==> config.mk <==
export PLATFORM = sky130hd
export DESIGN_NAME = processing_element_flat
export DESIGN_NICKNAME = d
export VERILOG_FILES = /design/src/rtl/pe_pkg.sv /design/src/rtl/pe_if.sv /design/src/rtl/pe_mac.sv /design/src/rtl/processing_element.sv /design/src/flat_wrapper.sv
export SDC_FILE = /design/constraint.sdc
export NUM_CORES = 1
export LEC_CHECK = 0
export BUFFER_PORTS_ARGS = -buffer_cell sky130_fd_sc_hd__clkbuf_2
export CAP_MARGIN = 10
export CORE_MARGIN = 2
export CORE_UTILIZATION = 55
export CTS_BUF_LIST = sky130_fd_sc_hd__clkbuf_4
export DETAILED_ROUTE_END_ITERATION = 6
export PLACE_DENSITY_LB_ADDON = 0.15
export SYNTH_ARGS = -nofsm -noshare
export SYNTH_HDL_FRONTEND = slang
export SYNTH_SLANG_ARGS = --single-unit
==> constraint.sdc <==
create_clock -name CLK -period 4.4 [get_ports CLK]
set_input_delay 0.44 -clock CLK [delete_from_list [all_inputs] [get_ports CLK]]
set_output_delay 0.44 -clock CLK [all_outputs]
set_load 0.005 [all_outputs]
==> src/rtl/pe_pkg.sv <==
// Shared constants, vector types and the saturation helper for the processing element.
// The helper is only referenced when PE_ACC_SAT_EN is defined.
package pe_pkg;

  localparam int PE_WIDTH     = 8;
  localparam int PE_ACC_WIDTH = 2 * PE_WIDTH;

  typedef logic [PE_WIDTH-1:0]     operand_t;
  typedef logic [PE_ACC_WIDTH-1:0] acc_t;

  typedef enum logic [1:0] {
    SAT_NONE = 2'd0,
    SAT_HI   = 2'd1,
    SAT_LO   = 2'd2
  } sat_e;

  // Classifies a same-width add from its sign bits and carry, so it works for any accumulator width.
  function automatic sat_e sat_code(
    input logic acc_msb,
    input logic add_msb,
    input logic sum_msb,
    input logic carry,
    input logic is_signed
  );
    sat_e code;
    code = SAT_NONE;
    if (is_signed) begin
      if ((acc_msb == add_msb) && (sum_msb != acc_msb)) begin
        code = acc_msb ? SAT_LO : SAT_HI;
      end
    end else if (carry) begin
      code = SAT_HI;
    end
    return code;
  endfunction

endpackage

==> src/rtl/pe_if.sv <==
// Handshake/data bundle between a processing element and its driver or neighbours.
interface pe_if
  import pe_pkg::*;
#(
  parameter int WIDTH     = PE_WIDTH,
  parameter int ACC_WIDTH = 2 * WIDTH
);

  logic                 EN;
  logic                 CLR;
  logic [WIDTH-1:0]     Input;
  logic [WIDTH-1:0]     Weight;
  logic [WIDTH-1:0]     ToRight;
  logic [WIDTH-1:0]     ToDown;
  logic [ACC_WIDTH-1:0] Result;

  modport master (
    output EN,
    output CLR,
    output Input,
    output Weight,
    input  ToRight,
    input  ToDown,
    input  Result
  );

  modport slave (
    input  EN,
    input  CLR,
    input  Input,
    input  Weight,
    output ToRight,
    output ToDown,
    output Result
  );

endinterface

==> src/rtl/pe_mac.sv <==
// Combinational multiply, extend and accumulate for one processing element.
// With PE_ACC_SAT_EN defined the add clamps at the accumulator rails instead of wrapping.
module pe_mac
  import pe_pkg::*;
#(
  parameter int WIDTH     = PE_WIDTH,
  parameter int ACC_WIDTH = 2 * WIDTH,
  parameter int SIGNED    = 0
) (
  input  logic [WIDTH-1:0]     act,
  input  logic [WIDTH-1:0]     weight,
  input  logic [ACC_WIDTH-1:0] acc,
  output logic [ACC_WIDTH-1:0] acc_next
);

  logic [ACC_WIDTH-1:0] prod_ext;

  // Full-width product, then sign- or zero-extension to the accumulator width.
  if (SIGNED != 0) begin : g_signed
    logic signed [2*WIDTH-1:0] prod;
    assign prod     = (2*WIDTH)'($signed(act)) * (2*WIDTH)'($signed(weight));
    assign prod_ext = ACC_WIDTH'(prod);
  end else begin : g_unsigned
    logic [2*WIDTH-1:0] prod;
    assign prod     = (2*WIDTH)'(act) * (2*WIDTH)'(weight);
    assign prod_ext = ACC_WIDTH'(prod);
  end

`ifdef PE_ACC_SAT_EN
  localparam logic [ACC_WIDTH-1:0] ACC_HI = (SIGNED != 0) ?
    {1'b0, {(ACC_WIDTH-1){1'b1}}} : {ACC_WIDTH{1'b1}};
  localparam logic [ACC_WIDTH-1:0] ACC_LO = (SIGNED != 0) ?
    {1'b1, {(ACC_WIDTH-1){1'b0}}} : {ACC_WIDTH{1'b0}};

  logic [ACC_WIDTH:0] sum_c;
  sat_e               sat;

  assign sum_c = {1'b0, acc} + {1'b0, prod_ext};
  assign sat   = sat_code(acc[ACC_WIDTH-1], prod_ext[ACC_WIDTH-1], sum_c[ACC_WIDTH-1],
                          sum_c[ACC_WIDTH], SIGNED != 0);

  always_comb begin
    case (sat)
      SAT_HI:  acc_next = ACC_HI;
      SAT_LO:  acc_next = ACC_LO;
      default: acc_next = sum_c[ACC_WIDTH-1:0];
    endcase
  end
`else
  assign acc_next = acc + prod_ext;
`endif

endmodule

==> src/rtl/processing_element.sv <==
// Output-stationary MAC cell: forwards activation right, weight down, accumulates their product.
// Define PE_ACC_SAT_EN to make the accumulator saturate instead of wrapping.
module processing_element
  import pe_pkg::*;
#(
  parameter int WIDTH     = PE_WIDTH,
  parameter int ACC_WIDTH = 2 * WIDTH,
  parameter int SIGNED    = 0
) (
  input  logic CLK,
  input  logic SYNC_RST,
  pe_if.slave  bus
);

  logic [WIDTH-1:0]     to_right;
  logic [WIDTH-1:0]     to_down;
  logic [ACC_WIDTH-1:0] result;
  logic [ACC_WIDTH-1:0] acc_next;

  pe_mac #(
    .WIDTH     (WIDTH),
    .ACC_WIDTH (ACC_WIDTH),
    .SIGNED    (SIGNED)
  ) u_mac (
    .act      (bus.Input),
    .weight   (bus.Weight),
    .acc      (result),
    .acc_next (acc_next)
  );

  // Single register stage; priority is reset > clear > enable > hold.
  always_ff @(posedge CLK) begin
    if (!SYNC_RST) begin
      to_right <= '0;
      to_down  <= '0;
      result   <= '0;
    end else begin
      if (bus.EN) begin
        to_right <= bus.Input;
        to_down  <= bus.Weight;
      end
      if (bus.CLR) begin
        result <= '0;
      end else if (bus.EN) begin
        result <= acc_next;
      end
    end
  end

  assign bus.ToRight = to_right;
  assign bus.ToDown  = to_down;
  assign bus.Result  = result;

endmodule

==> src/flat_wrapper.sv <==
// flat-port wrapper written by rule: the top's interface ports become plain ports
module processing_element_flat import pe_pkg::*;
#(
  parameter int WIDTH     = PE_WIDTH,
  parameter int ACC_WIDTH = 2 * WIDTH,
  parameter int SIGNED    = 0
)
  (CLK, SYNC_RST, bus_EN, bus_CLR, bus_Input, bus_Weight, bus_ToRight, bus_ToDown, bus_Result);
  pe_if #(.WIDTH(WIDTH), .ACC_WIDTH(ACC_WIDTH)) bus_i ();
  input  logic CLK;
  input  logic SYNC_RST;
  input wire logic [$bits(bus_i.EN)-1:0] bus_EN;
  input wire logic [$bits(bus_i.CLR)-1:0] bus_CLR;
  input wire logic [$bits(bus_i.Input)-1:0] bus_Input;
  input wire logic [$bits(bus_i.Weight)-1:0] bus_Weight;
  output wire logic [$bits(bus_i.ToRight)-1:0] bus_ToRight;
  output wire logic [$bits(bus_i.ToDown)-1:0] bus_ToDown;
  output wire logic [$bits(bus_i.Result)-1:0] bus_Result;
  assign bus_i.EN = bus_EN;
  assign bus_i.CLR = bus_CLR;
  assign bus_i.Input = bus_Input;
  assign bus_i.Weight = bus_Weight;
  assign bus_ToRight = bus_i.ToRight;
  assign bus_ToDown = bus_i.ToDown;
  assign bus_Result = bus_i.Result;
  processing_element #(.WIDTH(WIDTH), .ACC_WIDTH(ACC_WIDTH), .SIGNED(SIGNED)) u_core (.CLK(CLK), .SYNC_RST(SYNC_RST), .bus(bus_i));
endmodule
### Word-level counts from Yosys, hierarchy flattened

Cells that the tools add are included.

* flip-flop bits (word level): 32
* bits of input ports: 20
* output and inout bits: 32
* word-level logic and storage cells: 7

* add/subtract/negate cells: 1
* $mul: 1
* bitwise logic cells: 1
* reduce and logical (&&, ||, !) cells: 1

Operators by type and width (number)
* 16-bit adder: 1
* 8-bit by 8-bit multiplier with 16-bit output: 1
* 2-bit OR reduction: 1
* 1-bit NOT: 1

### Logic depth before layout (Yosys ltp)

Gate-level depths: netlist of run 1.

* word-level depth: 2
* mapped depth: 18
* mapped depth without buffers: 17

### Cells and area by module

A second synthesis of run 1 with hierarchy kept.

* cell total of the unflattened synthesis: 426
* area total of the unflattened synthesis: 3856.2 sq um

By module, submodules not included
* pe_mac: times used 1, cells an instance 322, area an instance 2627.5 sq um, seq. area each 0.0 sq um
* processing_element: times used 1, cells an instance 104, area an instance 1228.7 sq um, seq. area each 640.6 sq um

### Worst setup path after synthesis of run 1

OpenSTA, ideal clock, no wires.

* path kind: input-to-reg
* start: in bus_Input[4]
* end: reg u_core.result[13] (netlist: u_core.bus.Result[13])
* library setup time: 106 ps
* data arrival time: 4323 ps
* data required time: 4294 ps
* setup slack: -29 ps
* stages on the path: 15
* path buffers: 1
* path through: clkbuf_1 -> nand2_1 -> fa_1 -> fa_1 -> inv_1 -> fa_1 -> inv_1 -> fa_1 -> inv_1 -> ha_1 -> a211o_2 -> o221ai_2 -> o21ai_0 -> or3_1 -> o311ai_0

* word-level cells in the longest chain between the ends: 2

Ends and longest elaborated chain
* start: declaration: RTL line flat_wrapper.sv:14 `input wire logic [$bits(bus_i.Input)-1:0] bus_Input;`
* 8-bit by 8-bit multiplier with 16-bit output: RTL line pe_mac.sv:25 `assign prod = (2*WIDTH)'(act) * (2*WIDTH)'(weight);`
* 16-bit adder: RTL line pe_mac.sv:50 `assign acc_next = acc + prod_ext;`
* end signal: assignment: RTL line processing_element.sv:45 `result <= acc_next;`
* end: declaration: RTL line processing_element.sv:17 `logic [ACC_WIDTH-1:0] result;`

Every way passes these cells.
A chain may end at the register's enable or synchronous reset.

### Worst setup path after layout of run 1

* start: reg u_core.result[6] (netlist: u_core.bus.Result[6])
* end: reg u_core.result[14] (netlist: u_core.bus.Result[14])

* word-level cells in the longest chain between the ends: 1

Ends and longest elaborated chain (RTL line)
* 16-bit adder: pe_mac.sv:50

Every way passes these cells.

==> impl_metrics.py, run 1 <==
metrics = {
    "logic_synthesis": {
        "yosysTopAreaCellShare_pct": 26.7,
        "synth-seq-cells": 32,
        "yosys.area.top_type": "fa_1",
        "yosys_warnings": 0,
        "syn_nets": 526,
        "syn_inst": 421,
        "synth_area_leaders": "fa_1, dfxtp_1, ha_1, inv_1, mux2i_1",
        "seq_area_frac_synth_pct": 17.1,
        "avgSynthCellArea_um2": 8.92,
        "netlist_area_mm2": 0.00375,
        "synthDistinctLibCells": 41,
    },
    "timing": {
        "hold_viol": 0,
        "finalMaxSlewViolations": 0,
        "finalCritPeriodShare_pct": 95.6,
        "whs_ps": 500,
        "worstMarginPinSlew_ps": 1120,
        "rsz0062_at_grt": "false",
        "setup_tns_ps": 0,
        "period_minus_slack_ps": 4210,
        "timing.fmax_ghz": 0.238,
        "setup_slack_ps": 194,
        "relSlewSlack_pct": 25.6,
        "finalSetupViolations": 0,
        "clock_skew_ps": 4.07,
    },
    "clock_network": {
        "clock_latency_ps": 320,
        "clk_pin_slew_ps": 100,
        "htreeDepth": 2,
        "cts_sinks": 32,
        "post-cts-setup-buffers": 0,
        "cts_hold_buffers": 0,
        "post_cts_resized": 0,
        "cts_tree": "yes",
        "root_buffer": "clkbuf_4",
        "clock_path_buffers": 2,
        "cts_inserted_buffers": 5,
    },
    "routing": {
        "first_pass_iters": 4,
        "vias_per_cell": 5.08,
        "antenna_left": 0,
        "wirelength_mm": 7.72,
        "drt_iter0_markers": 56,
        "num_vias": 2964,
        "drc_errors": 0,
        "wire_per_inst_um": 13.2,
    },
    "setup_path": {
        "path_cells": "inv_1 -> fa_1 -> inv_1 -> fa_1 -> inv_1 -> fa_1 -> fa_1 -> inv_1 -> ha_1 -> a21o_1 -> a21oi_1 -> a21oi_1 -> a21oi_1 -> mux2i_1 -> o311ai_0",
        "slowest_stage": "fa_1",
        "start_kind": "flop",
        "worstSetupPathType": "flop to flop",
        "cp_num_buf_inv": 4,
        "startpoint": "u_core.bus.Result[6]",
        "cp.required_ps": 4560,
        "r2r-start": "u_core.bus.Result[6]",
        "crit_family": "adder cells",
        "end_kind": "flop",
        "max_stage_delay_ps": 550,
        "path_max_fanout": 4,
        "cp.arrival_ps": 4370,
    },
    "place": {
        "dp_slack_ps": -114,
        "gp_congestion": 0.818,
        "hpwl_mm": 6.51,
        "dp_cells": 576,
        "port_buffers": 51,
    },
    "power_and_ir_drop": {
        "total_power_mw": 2.34,
        "internal_power_mw": 1.28,
        "power.share.clock_pct": 7.4,
        "power_density_mw_per_mm2": 536,
        "power_frac_comb_pct": 76.6,
        "switching_share_pct": 45.4,
        "p_leak_nw": 2.39,
        "sequentialPowerShare_pct": 16.0,
        "max-vdd-ir-drop_uv": 389,
        "switching_power_mw": 1.06,
    },
    "final_layout": {
        "final_layout_size_suffix_gt1_share_pct": 20.8,
        "area_growth_pct": 16.6,
        "final_nets": 608,
        "filler_cell_count": 587,
        "insertedDiodeCount": 0,
        "final_cell_count_no_fill": 584,
    },
    "die": {
        "core_mm2": 0.00668,
        "design.die.area_mm2": 0.00750,
        "die_w_um": 86.6,
        "die_y_um": 86.6,
        "start_util_pct": 56.2,
        "ios": 52,
        "fp-row-count": 30,
    },
    "global_routing": {
        "grt_pass1_vias": 3047,
        "grt_usage_pct": 22.4,
        "grt_pass1_wl_mm": 13.3,
        "gr-total-overflow": 0,
        "antenna_found_initial": 0,
        "grt_max_degree": 45,
    },
    "outcome": {
        "outcome": "completed",
    },
    "worst_hold_path": {
        "min-delay-start": "bus_CLR",
        "hold_class": "primary input to flop",
    },
    "flow_run": {
        "drv_cap": 0,
    },
}
## state kept, by name (all words and copies together), names as in the netlist
signal              flops
u_core.bus.ToDown       8
u_core.bus.Result      16
u_core.bus.ToRight      8
## synthesized netlist by cell type, drive strengths merged
master / number
ha: 35
or2b: 2
a41o: 1
nor2: 11
a21o: 7
a21oi: 13
nand2b: 2
nor3b: 1
nand4b: 2
inv: 99
mux2i: 25
o2111ai: 1
xnor2: 4
nand4: 1
o21bai: 1
a211oi: 1
a221o: 1
o211ai: 1
o21ai: 3
a31oi: 1
or3: 2
nand2: 39
dfxtp: 32
and2: 37
nand3b: 2
o221ai: 1
a211o: 3
xor2: 3
buf: 1
o32a: 1
nand3: 7
nor2b: 17
o311ai: 2
fa: 50
clkbuf: 12
## cell type report
type	count	area, µm²	share of cell area [%]
Inverter	99	372	8.49
Clock inverter	1	3.75	0.0857
Clock buffer	7	52.6	1.20
Multi-Input combinational cell	277	2680	61.1
Timing Repair Buffer	88	533	12.2
Tap cell	80	100	2.29
Sequential cell	32	641	14.6
## cells in the final DEF, fill, tap and decap left out, drive strengths merged, types with 2 or more instances in the layout
| cell | instances |
|---|---|
| nor2b | 17 |
| mux2i | 25 |
| o21ai | 3 |
| or2b | 2 |
| nand2 | 39 |
| a211o | 3 |
| and2 | 37 |
| nand2b | 2 |
| xnor2 | 4 |
| buf | 37 |
| dfxtp | 32 |
| nand4b | 2 |
| nand3b | 2 |
| ha | 35 |
| o311ai | 2 |
| clkbuf | 58 |
| nor2 | 11 |
| a21o | 7 |
| or3 | 2 |
| fa | 50 |
| nand3 | 7 |
| xor2 | 3 |
| a21oi | 13 |
| inv | 99 |
## worst register-to-register path: cells and delay by family, from the launching register on
kind / cells / cell delay (ps)
flip-flops: 1 / 370
multiplexers: 1 / 190
buffers and inverters: 4 / 230
AO/OA/AOI/OAI: 5 / 880
adder cells (fa/ha/maj): 5 / 2370
## power groups by stage
| stage | Combinational (mW) | Sequential (mW) | Clock, mW |
|---|---|---|---|
| 6_report | 1.80 | 0.375 | 0.174 |
| 5_1_grt | 2.07 | 0.382 | 0.190 |
| 4_1_cts | 1.82 | 0.376 | 0.183 |
| 3_5_place_dp | 1.80 | 0.382 | 0 |
| 3_3_place_gp | 1.76 | 0.381 | 0 |
| 2_1_floorplan | 1.23 | 0.377 | 0 |
## layer usage
layer | global-route usage (%) | part of all wire [%] | up-vias | routed length, µm
li1 | - | - | 1462 | -
met5 | 0 | 0 | - | 0
met1 | 27.8 | 43 | 1439 | 3310
met3 | 3.24 | 2.4 | 10 | 189
met2 | 39.9 | 53 | 53 | 4080
met4 | 6.96 | 1.8 | 0 | 138
## logic make-up after synthesis
family	after synthesis	share of synthesized area, %
AND/OR/NAND/NOR	123	17.5
buffers and inverters	112	11.7
adder cells (fa/ha/maj)	85	38.3
AO/OA/AOI/OAI	37	7.20
flip-flops	32	17.1
multiplexers	25	6.66
XOR/XNOR	7	1.63
## path summary, 6_finish.rpt
kind / endpoint / slack (ps) / depth (start not counted)
max: u_core.bus.Result[14] / 190 / 15
min: u_core.bus.Result[12] / 500 / 4
max reg2reg: u_core.bus.Result[14] / 190 / 15
min reg2reg: u_core.bus.Result[15] / 510 / 2
## through the flow
stage / cell area (µm²) / util, %
floorplan: 3760 / -
finish: 4380 / 65.5
detailed placement: 4320 / 64.7
global route: 4380 / 65.5
global placement: 4320 / 64.7
CTS: 4380 / 65.5
Note: power is estimated with default switching activity, not from simulation.
==> run 2, diff against run 1 <==
Settings changed: CORE_UTILIZATION 55 to 30.
==> impl_metrics.py, run 2 (synthesis gave the netlist of run 1 again) <==
metrics = {
    "setup_path": {
        "slowest_stage": "fa_1",
        "worstSetupPathType": "flop to flop",
        "cp.required_ps": 4600,
        "cp.depth": 15,
        "start_kind": "flop",
        "cp.arrival_ps": 4380,
        "cp_num_buf_inv": 4,
        "path_max_fanout": 4,
        "r2r_cells": 15,
        "end_kind": "flop",
        "crit_family": "adder cells",
        "path_cells": "inv_1 -> fa_1 -> inv_1 -> fa_1 -> inv_1 -> fa_1 -> fa_1 -> inv_1 -> ha_1 -> a21o_1 -> a21oi_1 -> a21oi_2 -> a21oi_1 -> mux2i_1 -> o311ai_0",
        "reg2reg_slack_ps": 230,
        "r2r-start": "u_core.bus.Result[6]",
        "max_stage_delay_ps": 550,
        "rr_endpoint": "u_core.bus.Result[14]",
    },
    "global_routing": {
        "antenna_found_initial": 0,
        "grt_usage_pct": 14.1,
        "grt_pass1_wl_mm": 14.8,
        "grt_pass1_vias": 3028,
        "grt_max_degree": 45,
        "gr-total-overflow": 0,
    },
    "place": {
        "dp_slack_ps": -163,
        "hpwl_mm": 7.37,
        "port_buffers": 51,
        "gp_congestion": 0.791,
    },
    "worst_hold_path": {
        "holdPathEnd": "u_core.bus.Result[12]",
        "whs_path_depth": 4,
        "hold_class": "primary input to flop",
        "min-delay-start": "bus_CLR",
    },
    "final_layout": {
        "post-route-util_pct": 37.4,
        "final_common_cell": "inv_1",
        "final_nets": 611,
        "largest_reg_flops": 16,
        "layout_common_cells": "inv_1, clkbuf_2, fa_1, buf_4, nand2_1",
        "final_layout_size_suffix_gt1_share_pct": 21.7,
        "insertedDiodeCount": 0,
        "area_growth_pct": 20.7,
    },
    "timing": {
        "setup_slack_ps": 226,
        "finalSetupViolations": 0,
        "finalCritPeriodShare_pct": 94.9,
        "clock_skew_ps": 10.3,
        "period_minus_slack_ps": 4170,
        "timing.fmax_ghz": 0.240,
        "rsz0062_at_grt": "false",
        "relSlewSlack_pct": 23.0,
        "finalMaxSlewViolations": 0,
        "worstMarginPinSlew_ps": 1150,
        "hold_viol": 0,
    },
    "die": {
        "die_y_um": 116,
        "design.die.area_mm2": 0.0134,
        "die_w_um": 116,
        "start_util_pct": 31.0,
        "fp-row-count": 40,
        "core_mm2": 0.0121,
        "ios": 52,
    },
    "routing": {
        "first_pass_iters": 4,
        "drc_errors": 0,
        "wire_per_inst_um": 12.8,
        "vias_per_cell": 4.40,
        "antenna_left": 0,
        "wirelength_mm": 8.67,
        "num_vias": 2972,
        "drt_iter0_markers": 83,
    },
    "clock_network": {
        "clock_latency_ps": 370,
        "root_buffer": "clkbuf_4",
        "cts_inserted_buffers": 5,
        "cts_hold_buffers": 0,
        "post-cts-setup-buffers": 0,
        "clk_pin_slew_ps": 130,
        "post_cts_resized": 0,
        "htreeDepth": 2,
        "cts_tree": "yes",
        "clock_path_buffers": 2,
        "cts_sinks": 32,
    },
    "outcome": {
        "outcome": "completed",
    },
    "power_and_ir_drop": {
        "power_density_mw_per_mm2": 543,
        "max-vdd-ir-drop_uv": 284,
        "p_leak_nw": 2.41,
    },
    "flow_run": {
        "drv_cap": 0,
    },
}
==> run 2: changes by cell type in the layout (fill, tap and decap cells not counted), sizes merged <==
| cell | before | now |
|---|---|---|
| buf | 37 | 40 |
| clkinv | 1 | 3 |
| clkbuf | 58 | 56 |
==> run 2: report_power, final <==
part	internal, mW	leakage [nW]	switching (mW)
Combinational	0.928	2.11	0.967
Clock	0.0614	0.0349	0.132
Sequential	0.337	0.262	0.0374
==> run 2: cell type report <==
type	count	area, µm²
Fill cell	1309	7580
Multi-Input combinational cell	277	2700
Sequential cell	32	641
Timing Repair Buffer	91	556
Inverter	99	372
Tap cell	168	210
Clock buffer	5	37.5
Clock inverter	3	18.8
==> run 2: worst max path at each step <==
stage,endpoint,startpoint
after floorplan,u_core.bus.Result[13],bus_Weight[1]
after global placement,u_core.bus.Result[15],bus_Weight[1]
after detailed placement,u_core.bus.Result[13],bus_Input[2]
after CTS,u_core.bus.Result[13],u_core.bus.Result[7]
after global routing,u_core.bus.Result[14],u_core.bus.Result[6]
final,u_core.bus.Result[14],u_core.bus.Result[6]
==> run 2: routing by layer <==
metal | wire [µm] | track usage [%]
met1 | 3930 | 18.7
met2 | 4350 | 23.9
met3 | 272 | 2.56
met4 | 114 | 3.10
met5 | 0 | 0
==> run 2: metrics by stage <==
step | total power [mW] | setup TNS (ps) | instance area, µm² | instances | hold slack [ps]
2_1_floorplan | 1.60 | 0 | 3760 | 421 | 480
3_3_place_gp | 2.25 | -332 | 4450 | 667 | 478
3_5_place_dp | 2.26 | -511 | 4450 | 667 | 488
4_1_cts | 2.47 | 0 | 4510 | 675 | 422
5_1_grt | 2.78 | 0 | 4530 | 675 | 473
6_report | 2.46 | 0 | 4530 | 675 | 448
==> run 2: worst reg2reg max path: cells and delay by family, from the launching register on <==
family,cells,cell delay (ps)
adders and majority gates,5,2380
buffers and inverters,4,210
muxes,1,200
AOI/OAI and AO/OA,5,880
DFF,1,350
